**src/rtl/piso_stream.sv**
```systemverilog
// piso_stream: parallel-in/serial-out serializer with lane width, bit order, backpressure and a one-word hold register
module piso_stream #(
    parameter int    DATA_WIDTH   = 32,
    parameter int    LANE_WIDTH   = 1,
    parameter string DO_MSB_FIRST = "true"
) (
    input  logic                  i_clk,
    input  logic                  i_s_rst,
    input  logic                  i_valid,
    output logic                  o_ready,
    input  logic [DATA_WIDTH-1:0] i_data,
    output logic                  o_valid,
    input  logic                  i_ready,
    output logic [LANE_WIDTH-1:0] o_data,
    output logic                  o_first,
    output logic                  o_last
);
    localparam int BEATS = DATA_WIDTH / LANE_WIDTH;
    localparam int CW = BEATS > 1 ? $clog2(BEATS) : 1;
    localparam logic [CW-1:0] LAST = CW'(BEATS - 1);
    localparam bit MSB = DO_MSB_FIRST == "true";
    if (DATA_WIDTH % LANE_WIDTH != 0) begin : g_bad_width
        $error("DATA_WIDTH must be a multiple of LANE_WIDTH");
    end
    typedef enum logic {IDLE, SHIFT} state_t;
    state_t                state, state_n;
    logic [DATA_WIDTH-1:0] sh, sh_n, sh_adv, hold, hold_n;
    logic [CW-1:0]         cnt, cnt_n;
    logic                  hold_valid, hold_valid_n, acc, beat, at_last;
    assign o_ready = !hold_valid && !i_s_rst;
    assign o_valid = state == SHIFT;
    assign o_first = o_valid && cnt == '0;
    assign o_last  = o_valid && cnt == LAST;
    assign o_data  = MSB ? sh[DATA_WIDTH-1 -: LANE_WIDTH] : sh[LANE_WIDTH-1:0];
    assign sh_adv  = MSB ? sh << LANE_WIDTH : sh >> LANE_WIDTH;
    assign acc     = i_valid && o_ready;
    assign beat    = o_valid && i_ready;
    assign at_last = beat && cnt == LAST;
    always_comb begin
        state_n      = state;
        sh_n         = sh;
        cnt_n        = cnt;
        hold_n       = hold;
        hold_valid_n = hold_valid;
        if (state == IDLE) begin
            if (acc) begin
                sh_n    = i_data;
                cnt_n   = '0;
                state_n = SHIFT;
            end
        end else begin
            if (beat) begin
                sh_n  = sh_adv;
                cnt_n = at_last ? '0 : cnt + 1'b1;
            end
            if (at_last) begin
                if (hold_valid) begin
                    sh_n         = hold;
                    hold_valid_n = 1'b0;
                end else if (acc) begin
                    sh_n = i_data;
                end else begin
                    state_n = IDLE;
                end
            end
            // a word arriving mid-word parks in hold unless it bypassed straight into sh
            if (acc && !at_last) begin
                hold_n       = i_data;
                hold_valid_n = 1'b1;
            end
        end
    end
    always_ff @(posedge i_clk) begin
        if (i_s_rst) begin
            state      <= IDLE;
            sh         <= '0;
            cnt        <= '0;
            hold       <= '0;
            hold_valid <= 1'b0;
        end else begin
            state      <= state_n;
            sh         <= sh_n;
            cnt        <= cnt_n;
            hold       <= hold_n;
            hold_valid <= hold_valid_n;
        end
    end
endmodule

```
**config.mk**
```make
export PLATFORM = sky130hd
export DESIGN_NAME = piso_stream
export DESIGN_NICKNAME = d
export VERILOG_FILES = /design/src/rtl/piso_stream.sv
export SDC_FILE = /design/constraint.sdc
export NUM_CORES = 1
export LEC_CHECK = 0
export ABC_AREA = 1
export CORE_AREA = 4 4 119 75
export CTS_CLUSTER_DIAMETER = 200
export DETAILED_ROUTE_END_ITERATION = 12
export DIE_AREA = 0 0 123 79
export GPL_TIMING_DRIVEN = 0
export PLACE_DENSITY = 0.83
export REMOVE_ABC_BUFFERS = 1
export SETUP_SLACK_MARGIN = 0.1
export SLEW_MARGIN = 15
export SYNTH_ARGS = -nofsm -noshare
export SYNTH_HDL_FRONTEND = slang
export SYNTH_SLANG_ARGS = --single-unit
```
**constraint.sdc**
```tcl
create_clock -name i_clk -period 2 [get_ports i_clk]
set_clock_uncertainty 0.2 [all_clocks]
set_input_delay 0.3 -clock i_clk [delete_from_list [all_inputs] [get_ports i_clk]]
set_output_delay 0.3 -clock i_clk [all_outputs]
set_load 0.02 [all_outputs]
```
==> results of run 1 <==
## layer usage
| metal | GRT usage [%] | up-vias | routed length, µm |
|---|---|---|---|
| met5 | 0 | - | 0 |
| met4 | 9.724 | 0 | 335 |
| met3 | 8.541 | 49 | 1681 |
| met2 | 43.32 | 297 | 5751 |
| met1 | 34.78 | 1987 | 5122 |
| li1 | - | 2104 | - |
## logic make-up after synthesis
| kind of cell | synth area share [%] |
|---|---|
| AOI/OAI and AO/OA | 9.841 |
| adders and majority gates | 0.9555 |
| DFF | 36.18 |
| and+or+nand+nor | 42.45 |
| buffers and inverters | 10.57 |
## final cells by class
class | count | area [µm²] | share of cell area (%)
sequential | 71 | 1431 | 27.28
timing repair buffer | 70 | 745.7 | 14.21
clock buffer | 13 | 270.3 | 5.151
tap | 108 | 135.1 | 2.576
clock inverter | 3 | 40.04 | 0.7632
multi-input combinational | 490 | 2420 | 46.12
inverter | 44 | 203.9 | 3.887
## stage by stage
| step | setup TNS, ps | utilization (%) |
|---|---|---|
| finish | -115.2 | 67.36 |
| global route | -2876 | 67.36 |
| CTS | -111.3 | 65.40 |
| detailed placement | -77810 | 54.63 |
| global placement | -147370 | 54.15 |
| floorplan | -50870 | - |
## registers in the layout, indices dropped and copies added, names as in the netlist
signal / count
sh: 32
hold: 32
o_valid: 1
hold_valid: 1
cnt: 5
## cells in the final DEF, fill, tap and decap left out, types with 4 or more instances in the layout
master / netlist / layout
nor2_1: 67 / 55
nand2_1: 261 / 248
inv_1: 40 / 38
buf_4: 9 / 15
buf_12: 0 / 7
o21ai_0: 36 / 30
buf_6: 5 / 6
a21oi_1: 38 / 28
o21ai_1: 0 / 5
a21oi_2: 1 / 10
nand3_2: 0 / 11
nand2_8: 0 / 4
clkbuf_16: 0 / 9
clkdlybuf4s50_1: 0 / 34
nor2_2: 0 / 7
nand3_1: 69 / 58
nand2_2: 1 / 10
dfxtp_1: 71 / 67
nor2_4: 4 / 12
## worst max-delay path by stage
stage | startpoint | to | slack (ps) | cells after the start
5_1_grt | cnt[0]$_SDFFE_PP0P_ | sh[17]$_SDFFE_PP0P_ | -100 | 12
3_5_place_dp | cnt[0]$_SDFFE_PP0P_ | sh[18]$_SDFFE_PP0P_ | -1560 | 11
2_1_floorplan | o_valid$_SDFF_PP0_ | sh[10]$_SDFFE_PP0P_ | -1010 | 7
3_3_place_gp | o_valid$_SDFF_PP0_ | sh[23]$_SDFFE_PP0P_ | -2210 | 7
6_report | cnt[0]$_SDFFE_PP0P_ | sh[17]$_SDFFE_PP0P_ | -30 | 12
4_1_cts | cnt[1]$_SDFFE_PP0P_ | sh[0]$_SDFFE_PP0P_ | -20 | 11
## power breakdown
group          total [µW]  internal, µW  leakage (µW)  switching [µW]
logic                 745           300       0.00158             445
clock network        1680          1060      0.000156             614
registers            1570          1490      0.000580            77.6
total                4000          2860       0.00232            1140
## timing repair
item,in CTS,in global routing
setup endpoints to repair,71,72
buffers inserted,24,3
gates cloned,5,0
pin swaps,57,21
resized for setup,82,34
## worst min-delay path, stage by stage
cell and delay, ps:
buf_2 100, buf_12 230, a21oi_2 50
==> impl_metrics.csv, run 1 <==
group,metric,value,unit
status,status,"complete, but fails checks",
status,failed_checks,"setup timing",
place,pre_cts_slack,-1558,ps
worst_setup_path,worstPathCellList,"ha_4 > nand2_4 > nor2_4 > ha_4 > a21oi_4 > buf_12 > nor2_4 > buf_12 > nand3_1 > nand2_1 > inv_1 > a21oi_1",
place,placed_area,4255,µm²
hold_path,hold_class,"primary input to flip-flop",
cells_and_area,fillerInstances,638,
logic_synthesis,synth.most_common_cell,"nand2_1",
cts,holdBufCountCts,0,
global_route,antenna_found_initial,0,
pwr,leakagePower,0.002318,µW
floorplan,rows,25,
timing,final_hold_viol_count,0,
global_route,grt_remaining_overflow,0,
cells_and_area,diodes,0,
timing,drv_slew,0,
floorplan,die_area,9717,µm²
global_route,grt_usage,27.20,%
logic_synthesis,synth_flop_cell,"dfxtp_1",
routing,ant_nets,0,
cts,cts.sinks,71,
logic_synthesis,yosysTopAreaCell,"dfxtp_1",
cts,cts_root_buf,"clkbuf_16",
pwr,ir_worst_vdd,0.5318,mV
cts,path_clk_slew,50,ps
cts,cts_buffer_depth,2,
routing,viasPerCell,5.553,
global_route,grt_max_degree,41,
cts,clk_latency,340,ps
cells_and_area,design_area,5246,µm²
routing,vias,4437,
cts,numCtsBuffers,9,
floorplan,fp.dieW,123,µm
logic_synthesis,synth_edf_count,0,
logic_synthesis,yosys-top-cells-count,"261 x nand2_1, 71 x dfxtp_1, 69 x nand3_1, 67 x nor2_1, 40 x inv_1",
cells_and_area,drive_gt1_share,17.66,%
routing,wl,12890,µm
pwr,powerDensity,761.5,nW/µm²
worst_setup_path,worstSetupPathType,"flip-flop to flip-flop",
timing,worst_slew_pin_slew,1054,ps
worst_setup_path,worstPathBufferInverterCount,3,
worst_setup_path,cp.required,2020,ps
worst_setup_path,reg2reg_depth,12,
global_route,grt_pass1_wl,20550,µm
logic_synthesis,synthTopCellsByArea,"dfxtp_1 36%, nand2_1 25%, nand3_1 8.8%",
logic_synthesis,synth.avg_cell_area,6.110,µm²
timing,grt_setup_unrepaired,"yes",
timing,timing.final.crit_share,101.7,%
place,gp_congestion,0.7911,
place,dp_hpwl,6088,µm
worst_setup_path,cp-end-kind,"flip-flop",
worst_setup_path,arrival,2050,ps
timing,fin_crit,2035,ps
logic_synthesis,yosys_warnings,0,
logic_synthesis,ys_seq_area_share,36.18,%
cells_and_area,nNetsFinal,725,
timing,relSlewSlack,29.68,%
logic_synthesis,yosysTopAreaCellShare,36.18,%
worst_setup_path,critPathTopFamily,"buffers and inverters",
worst_setup_path,r2r_slack,-30,ps
worst_setup_path,critical_path.max_fanout,13,
cells_and_area,stdcell_count,799,
timing,worst_slack,-34.53,ps
place,port_buffers,40,
pwr,p_total,3995,µW
worst_setup_path,slowest_stage,"dfxtp_4",
logic_synthesis,netlist_area,3929,µm²
routing,post_drt_wl_per_cell,16.13,µm
place,placed_cells,751,
hold_path,hold_depth,3,
cts,cts_tree,"done",
logic_synthesis,postSynth.asyncResetShare,0,%
cells_and_area,syn2layout_area_growth,33.53,%
cts,cts_max_level,3,
routing,first_pass_iters,6,
logic_synthesis,synth_cell_types,24,
hold_path,hp-start,"i_s_rst",
run,cap_viol_max_count,0,
routing,drt-initial-drc-count,561,
routing,drc_errors,0,
worst_setup_path,crit-reg2reg-launch,"cnt[0]$_SDFFE_PP0P_",
worst_setup_path,slowest_delay,360,ps
global_route,grt_pass1_vias,4213,
timing,max_freq,0.4915,GHz
timing,finalHoldWorstSlack,208.3,ps
hold_path,min_to,"sh[15]$_SDFFE_PP0P_",
timing,setup_viol,8,
logic_synthesis,synth_seq_cells,71,
floorplan,die_h,79,µm
logic_synthesis,netlist_instances,643,
floorplan,start_util,50.44,%
floorplan,io_pins,41,
worst_setup_path,r2r-end,"sh[17]$_SDFFE_PP0P_",
worst_setup_path,start_kind,"flip-flop",
floorplan,core-area,7789,µm²
Power figures use the tool's default switching activity.
==> inputs of run 2 (changes only) <==
--- a/config.mk
+++ b/config.mk
@@ -11,7 +11,7 @@
 export DETAILED_ROUTE_END_ITERATION = 12
 export DIE_AREA = 0 0 123 79
 export GPL_TIMING_DRIVEN = 0
-export PLACE_DENSITY = 0.83
+export PLACE_DENSITY = 0.75
 export REMOVE_ABC_BUFFERS = 1
 export SETUP_SLACK_MARGIN = 0.1
 export SLEW_MARGIN = 15
==> impl_metrics.csv, run 2 (same netlist as run 1, synthesis figures left out) <==
group,metric,value,unit
status,status,"complete, but fails checks",
status,failed_checks,"setup timing",
routing,first_pass_iters,5,
cells_and_area,multiInputGateArea,2584,µm²
worst_setup_path,slowest_delay,480,ps
timing,relSlewSlack,26.47,%
timing,worst_slack,-23.90,ps
cts,path_clk_slew,60,ps
global_route,grt_pass1_wl,21340,µm
cells_and_area,drive_gt1_share,22.40,%
pwr,p_int,2691,µW
timing,fin_crit,2024,ps
floorplan,rows,25,
pwr,p_sw_share,30.70,%
pwr,ir_worst_vdd,0.4278,mV
routing,viasPerCell,5.742,
global_route,grt_usage,28.64,%
routing,drc_errors,0,
worst_setup_path,arrival,2110,ps
timing,grt_setup_unrepaired,"yes",
timing,drv_slew,0,
cells_and_area,mostFrequentLayoutCells,"222 x nand2_1, 67 x dfxtp_1, 59 x nand3_1",
routing,vias,4645,
place,pre_cts_slack,-1561,ps
routing,wl,14700,µm
cts,numCtsBuffers,9,
global_route,grt_pass1_vias,4230,
cts,cts.sinks,71,
worst_setup_path,worstPathCellList,"nand2_4 > nor2_4 > ha_4 > nand2_4 > buf_6 > nor2_4 > buf_6 > nand3_1 > nand2_1 > nand2_1 > a21oi_2",
cells_and_area,regArea,1436,µm²
place,gp_congestion,0.7894,
worst_setup_path,cp-end-kind,"flip-flop",
worst_setup_path,slowest_stage,"dfxtp_1",
timing,final_hold_viol_count,0,
routing,post_drt_wl_per_cell,18.17,µm
global_route,antenna_found_initial,0,
cells_and_area,nNetsFinal,735,
global_route,grt_remaining_overflow,0,
timing,timing.final.crit_share,101.2,%
worst_setup_path,start_kind,"flip-flop",
place,dp_hpwl,6014,µm
global_route,grt_max_degree,38,
floorplan,core-area,7789,µm²
hold_path,hold_class,"primary input to flip-flop",
cells_and_area,fillerInstances,589,
worst_setup_path,critical_path.max_fanout,5,
cts,cts_buffer_depth,2,
pwr,clkPwrFrac,37.4,%
worst_setup_path,critPathTopFamily,"simple AND/OR/NAND/NOR gates",
cts,holdBufCountCts,0,
cts,cts_max_level,3,
timing,setup_viol,3,
floorplan,die_h,79,µm
place,port_buffers,40,
cells_and_area,syn2layout_area_growth,39.08,%
cts,clk_latency,350,ps
run,cap_viol_max_count,0,
worst_setup_path,cp.required,2080,ps
routing,drt-initial-drc-count,660,
cts,cts_root_buf,"clkbuf_16",
pwr,p_total,3883,µW
cells_and_area,final_common_cell,"nand2_1",
worst_setup_path,worstPathBufferInverterCount,2,
pwr,leakagePower,0.002381,µW
worst_setup_path,worstSetupPathType,"flip-flop to flip-flop",
pwr,switchingPower,1192,µW
pwr,powerDensity,710.7,nW/µm²
routing,ant_nets,0,
cts,cts_tree,"done",
pwr,pwr-share-comb,22.3,%
floorplan,io_pins,41,
floorplan,fp.dieW,123,µm
timing,max_freq,0.4941,GHz
timing,worst_slew_pin_slew,1102,ps
pwr,seqPwrFrac,40.3,%
cells_and_area,diodes,0,
floorplan,die_area,9717,µm²
floorplan,start_util,50.44,%
cells_and_area,top_regs,"hold x32, sh x32, cnt x5",
run 2: cell count changes in the layout (fill, tap and decap cells not counted), sizes merged, moves of 2 or more:
cell,previous run,this run
nand2,265,270
buf,33,36
clkbuf,13,15
clkdlybuf4s50,34,36
run 2: area by class of cell:
class                      count  share of cell area [%]
clock buffer                  15                   4.534
clock inverter                 1                 0.09160
inverter                      44                   3.778
multi-input combinational    495                   47.29
sequential                    71                   26.29
tap                          108                   2.473
timing repair buffer          74                   15.25
timing repair inverter         1                  0.2977
run 2: path summary, 6_finish.rpt:
check | startpoint | end | slack, ps | cells after the start
max | cnt[2]$_SDFFE_PP0P_ | sh[1]$_SDFFE_PP0P_ | -20 | 11
min reg2reg | hold[20]$_SDFFE_PP0P_ | hold[20]$_SDFFE_PP0P_ | 280 | 2
min | i_s_rst | sh[19]$_SDFFE_PP0P_ | 130 | 2
max reg2reg | cnt[2]$_SDFFE_PP0P_ | sh[1]$_SDFFE_PP0P_ | -20 | 11
run 2: routing by layer:
layer / track usage, % / share of wire, % / up-vias
met5: 0 / 0 / -
met4: 9.945 / 3.2 / 0
met3: 6.904 / 12 / 59
met2: 46.49 / 44 / 320
met1: 37.32 / 40 / 2130
li1: - / - / 2136
run 2: timing repair:
action                                  in CTS  in global routing
gates resized for setup                     77                 77
cloned                                       8                  3
endpoints found under the setup margin      73                 71
pin swaps                                   13                 37
buffers inserted                            23                  8
run 2: stage by stage:
| stage | area, µm² | hold WS, ps | instances | utilization (%) | setup TNS [ps] |
|---|---|---|---|---|---|
| after detailed placement | 4255 | 271.6 | 751 | 54.63 | -80180 |
| after global placement | 4218 | 263.0 | 749 | 54.15 | -154770 |
| after CTS | 5064 | 113.7 | 798 | 65.01 | -762.6 |
| final | 5464 | 125.2 | 809 | 70.15 | -25.70 |
| after floorplan | 3682 | 169.1 | 601 | - | -50870 |
| after global routing | 5464 | 129.8 | 809 | 70.15 | -2335 |
run 2: power by group through the flow:
stage,clock network [µW],logic [µW],registers [µW]
6_report,1450,867,1570
5_1_grt,1520,917,1570
4_1_cts,1440,729,1560
3_5_place_dp,0,544,1600
3_3_place_gp,0,498,1610
2_1_floorplan,0,305,1590
==> inputs of run 3 (changes only) <==
--- a/config.mk
+++ b/config.mk
@@ -6,12 +6,13 @@
 export NUM_CORES = 1
 export LEC_CHECK = 0
 export ABC_AREA = 1
-export CORE_AREA = 4 4 119 75
+export CORE_AREA = 4 4 117 74
+export CTS_BUF_LIST = sky130_fd_sc_hd__clkbuf_8
 export CTS_CLUSTER_DIAMETER = 200
 export DETAILED_ROUTE_END_ITERATION = 12
-export DIE_AREA = 0 0 123 79
+export DIE_AREA = 0 0 121 78
 export GPL_TIMING_DRIVEN = 0
-export PLACE_DENSITY = 0.75
+export PLACE_DENSITY = 0.77
 export REMOVE_ABC_BUFFERS = 1
 export SETUP_SLACK_MARGIN = 0.1
 export SLEW_MARGIN = 15
==> impl_metrics.csv, run 3 (same netlist as run 1, synthesis figures left out) <==
group,metric,value,unit
status,status,"complete, but fails checks",
status,failed_checks,"setup timing",
routing,first_pass_iters,5,
cells_and_area,stdcell_count,803,
timing,max_freq,0.4619,GHz
cells_and_area,mostFrequentLayoutCells,"249 x nand2_1, 67 x dfxtp_1, 63 x nor2_1, 63 x nand3_1, 38 x inv_1",
routing,drc_errors,0,
cells_and_area,fillerInstances,644,
cts,path_clk_slew,70,ps
floorplan,die_h,78,µm
timing,grt_setup_unrepaired,"yes",
floorplan,fp.dieW,121,µm
place,dp_hpwl,6035,µm
worst_setup_path,crit_start,"cnt[1]$_SDFFE_PP0P_",
worst_setup_path,crit-reg2reg-launch,"cnt[1]$_SDFFE_PP0P_",
timing,final_hold_viol_count,0,
cts,cts_buffer_depth,2,
hold_path,hp-start,"i_s_rst",
global_route,grt_pass1_wl,20780,µm
cells_and_area,top_regs,"hold x32, sh x32, cnt x5",
timing,fin_crit,2165,ps
worst_setup_path,worstPathCellList,"ha_4 > nand2_4 > nor2_4 > ha_4 > a21oi_4 > buf_12 > nor2_4 > clkbuf_16 > nand3_2 > nand2_1 > inv_1 > a21oi_1",
worst_setup_path,slowest_delay,370,ps
cts,cts_root_buf,"clkbuf_8",
cells_and_area,regArea,1431,µm²
place,port_buffers,40,
timing,setup_viol,32,
run,cap_viol_max_count,0,
pwr,p_total,3421,µW
place,gp_congestion,0.8064,
global_route,grt_max_degree,40,
place,placed_area,4255,µm²
cells_and_area,drive_gt1_share,17.70,%
cts,cts_max_level,3,
worst_setup_path,worstSetupPathType,"flip-flop to flip-flop",
worst_setup_path,arrival,2250,ps
hold_path,hold_class,"primary input to flip-flop",
routing,ant_nets,0,
cts,numCtsBuffers,9,
timing,relSlewSlack,6.696,%
routing,post_drt_wl_per_cell,17.10,µm
cts,cts_tree,"done",
cells_and_area,syn2layout_area_growth,32.58,%
cells_and_area,multiInputGateArea,2446,µm²
floorplan,io_pins,41,
cells_and_area,diodes,0,
routing,viasPerCell,5.595,
worst_setup_path,worstPathBufferInverterCount,3,
worst_setup_path,cp.required,2080,ps
routing,drt-initial-drc-count,688,
cts,cts.sinks,71,
worst_setup_path,cp-end-kind,"flip-flop",
worst_setup_path,slowest_stage,"dfxtp_4",
timing,worst_slew_pin_slew,1398,ps
floorplan,start_util,51.27,%
timing,timing.final.crit_share,108.2,%
pwr,ir_worst_vdd,0.4721,mV
timing,drv_slew,0,
floorplan,die_area,9438,µm²
timing,worst_slack,-164.8,ps
cells_and_area,final_common_cell,"nand2_1",
global_route,grt_remaining_overflow,0,
global_route,grt_pass1_vias,4106,
worst_setup_path,start_kind,"flip-flop",
routing,wl,13730,µm
worst_setup_path,critPathTopFamily,"simple AND/OR/NAND/NOR gates",
cts,clk_latency,360,ps
floorplan,core-area,7664,µm²
global_route,antenna_found_initial,1,
worst_setup_path,critical_path.max_fanout,7,
pwr,powerDensity,656.8,nW/µm²
cells_and_area,design_area,5209,µm²
cells_and_area,nNetsFinal,730,
floorplan,rows,25,
routing,vias,4493,
global_route,grt_usage,28.24,%
pwr,leakagePower,0.002297,µW
place,placed_cells,751,
run 3: changes by cell type in the layout (fill, tap and decap cells not counted), moves of 6 or more:
cell / before / now
nand2_1: 222 / 249
nand2_4: 13 / 5
nor2_1: 51 / 63
nor2_2: 15 / 3
clkbuf_1: 6 / 0
o21ai_2: 0 / 15
clkbuf_16: 9 / 3
clkbuf_8: 0 / 12
o21ai_1: 1 / 11
nand2_2: 30 / 9
o21ai_0: 35 / 10
run 3: tightest hold or removal path: stages:
cell and delay, ps:
buf_2 110, buf_12 240, a21oi_2 40
run 3: path summary, 6_finish.rpt:
kind                               to  slack (ps)  cells past startpoint
setup / recovery  sh[26]$_SDFFE_PP0P_        -160                     12
hold / removal    sh[16]$_SDFFE_PP0P_         190                      3
setup reg to reg  sh[26]$_SDFFE_PP0P_        -160                     12
hold reg to reg   cnt[3]$_SDFFE_PP0P_         280                      2
run 3: area by class of cell:
class                   instances  share of cell area [%]
multi-input cells             493                   46.96
flip-flops and latches         71                   27.48
repair buffers                 69                   15.06
inverters                      44                   3.819
clock buffers                  12                   3.171
well taps                     108                   2.594
repair inverters                3                  0.6966
clock inverters                 3                  0.2162
run 3: power breakdown:
group | internal (µW) | leakage [µW] | total (µW) | switching [µW]
sequential | 1490 | 0.000580 | 1560 | 71.1
combinational | 318 | 0.00161 | 801 | 483
clock | 532 | 0.000102 | 1060 | 525
total | 2340 | 0.00230 | 3420 | 1080
run 3: per-stage QoR:
step | hold WS [ps] | setup WS [ps] | utilization, % | TNS, ps
after detailed placement | 270.5 | -1545 | 55.53 | -77700
after global placement | 264.4 | -2327 | 55.04 | -151580
after global routing | 199.2 | -184.4 | 67.97 | -4660
after CTS | 162.2 | -87.13 | 63.33 | -941.4
after floorplan | 169.1 | -1007 | - | -50870
final | 186.1 | -164.8 | 67.97 | -1483
run 3: per-layer routing:
layer	part of all wire [%]	vias up	GRT usage [%]
met5	0.14	-	0
met4	3.0	2	10.18
met3	13	47	7.138
li1	-	2119	-
met1	39	1999	36.69
met2	45	326	45.37
run 3: what timing repair did:
item / in CTS / in global routing
gates cloned: 10 / 3
setup buffers: 16 / 7
hold buffers: 1 / 0
pin swaps: 6 / 17
endpoints found under the setup margin: 70 / 68
resized for setup: 60 / 81
hold endpoints to repair: 1 / 0
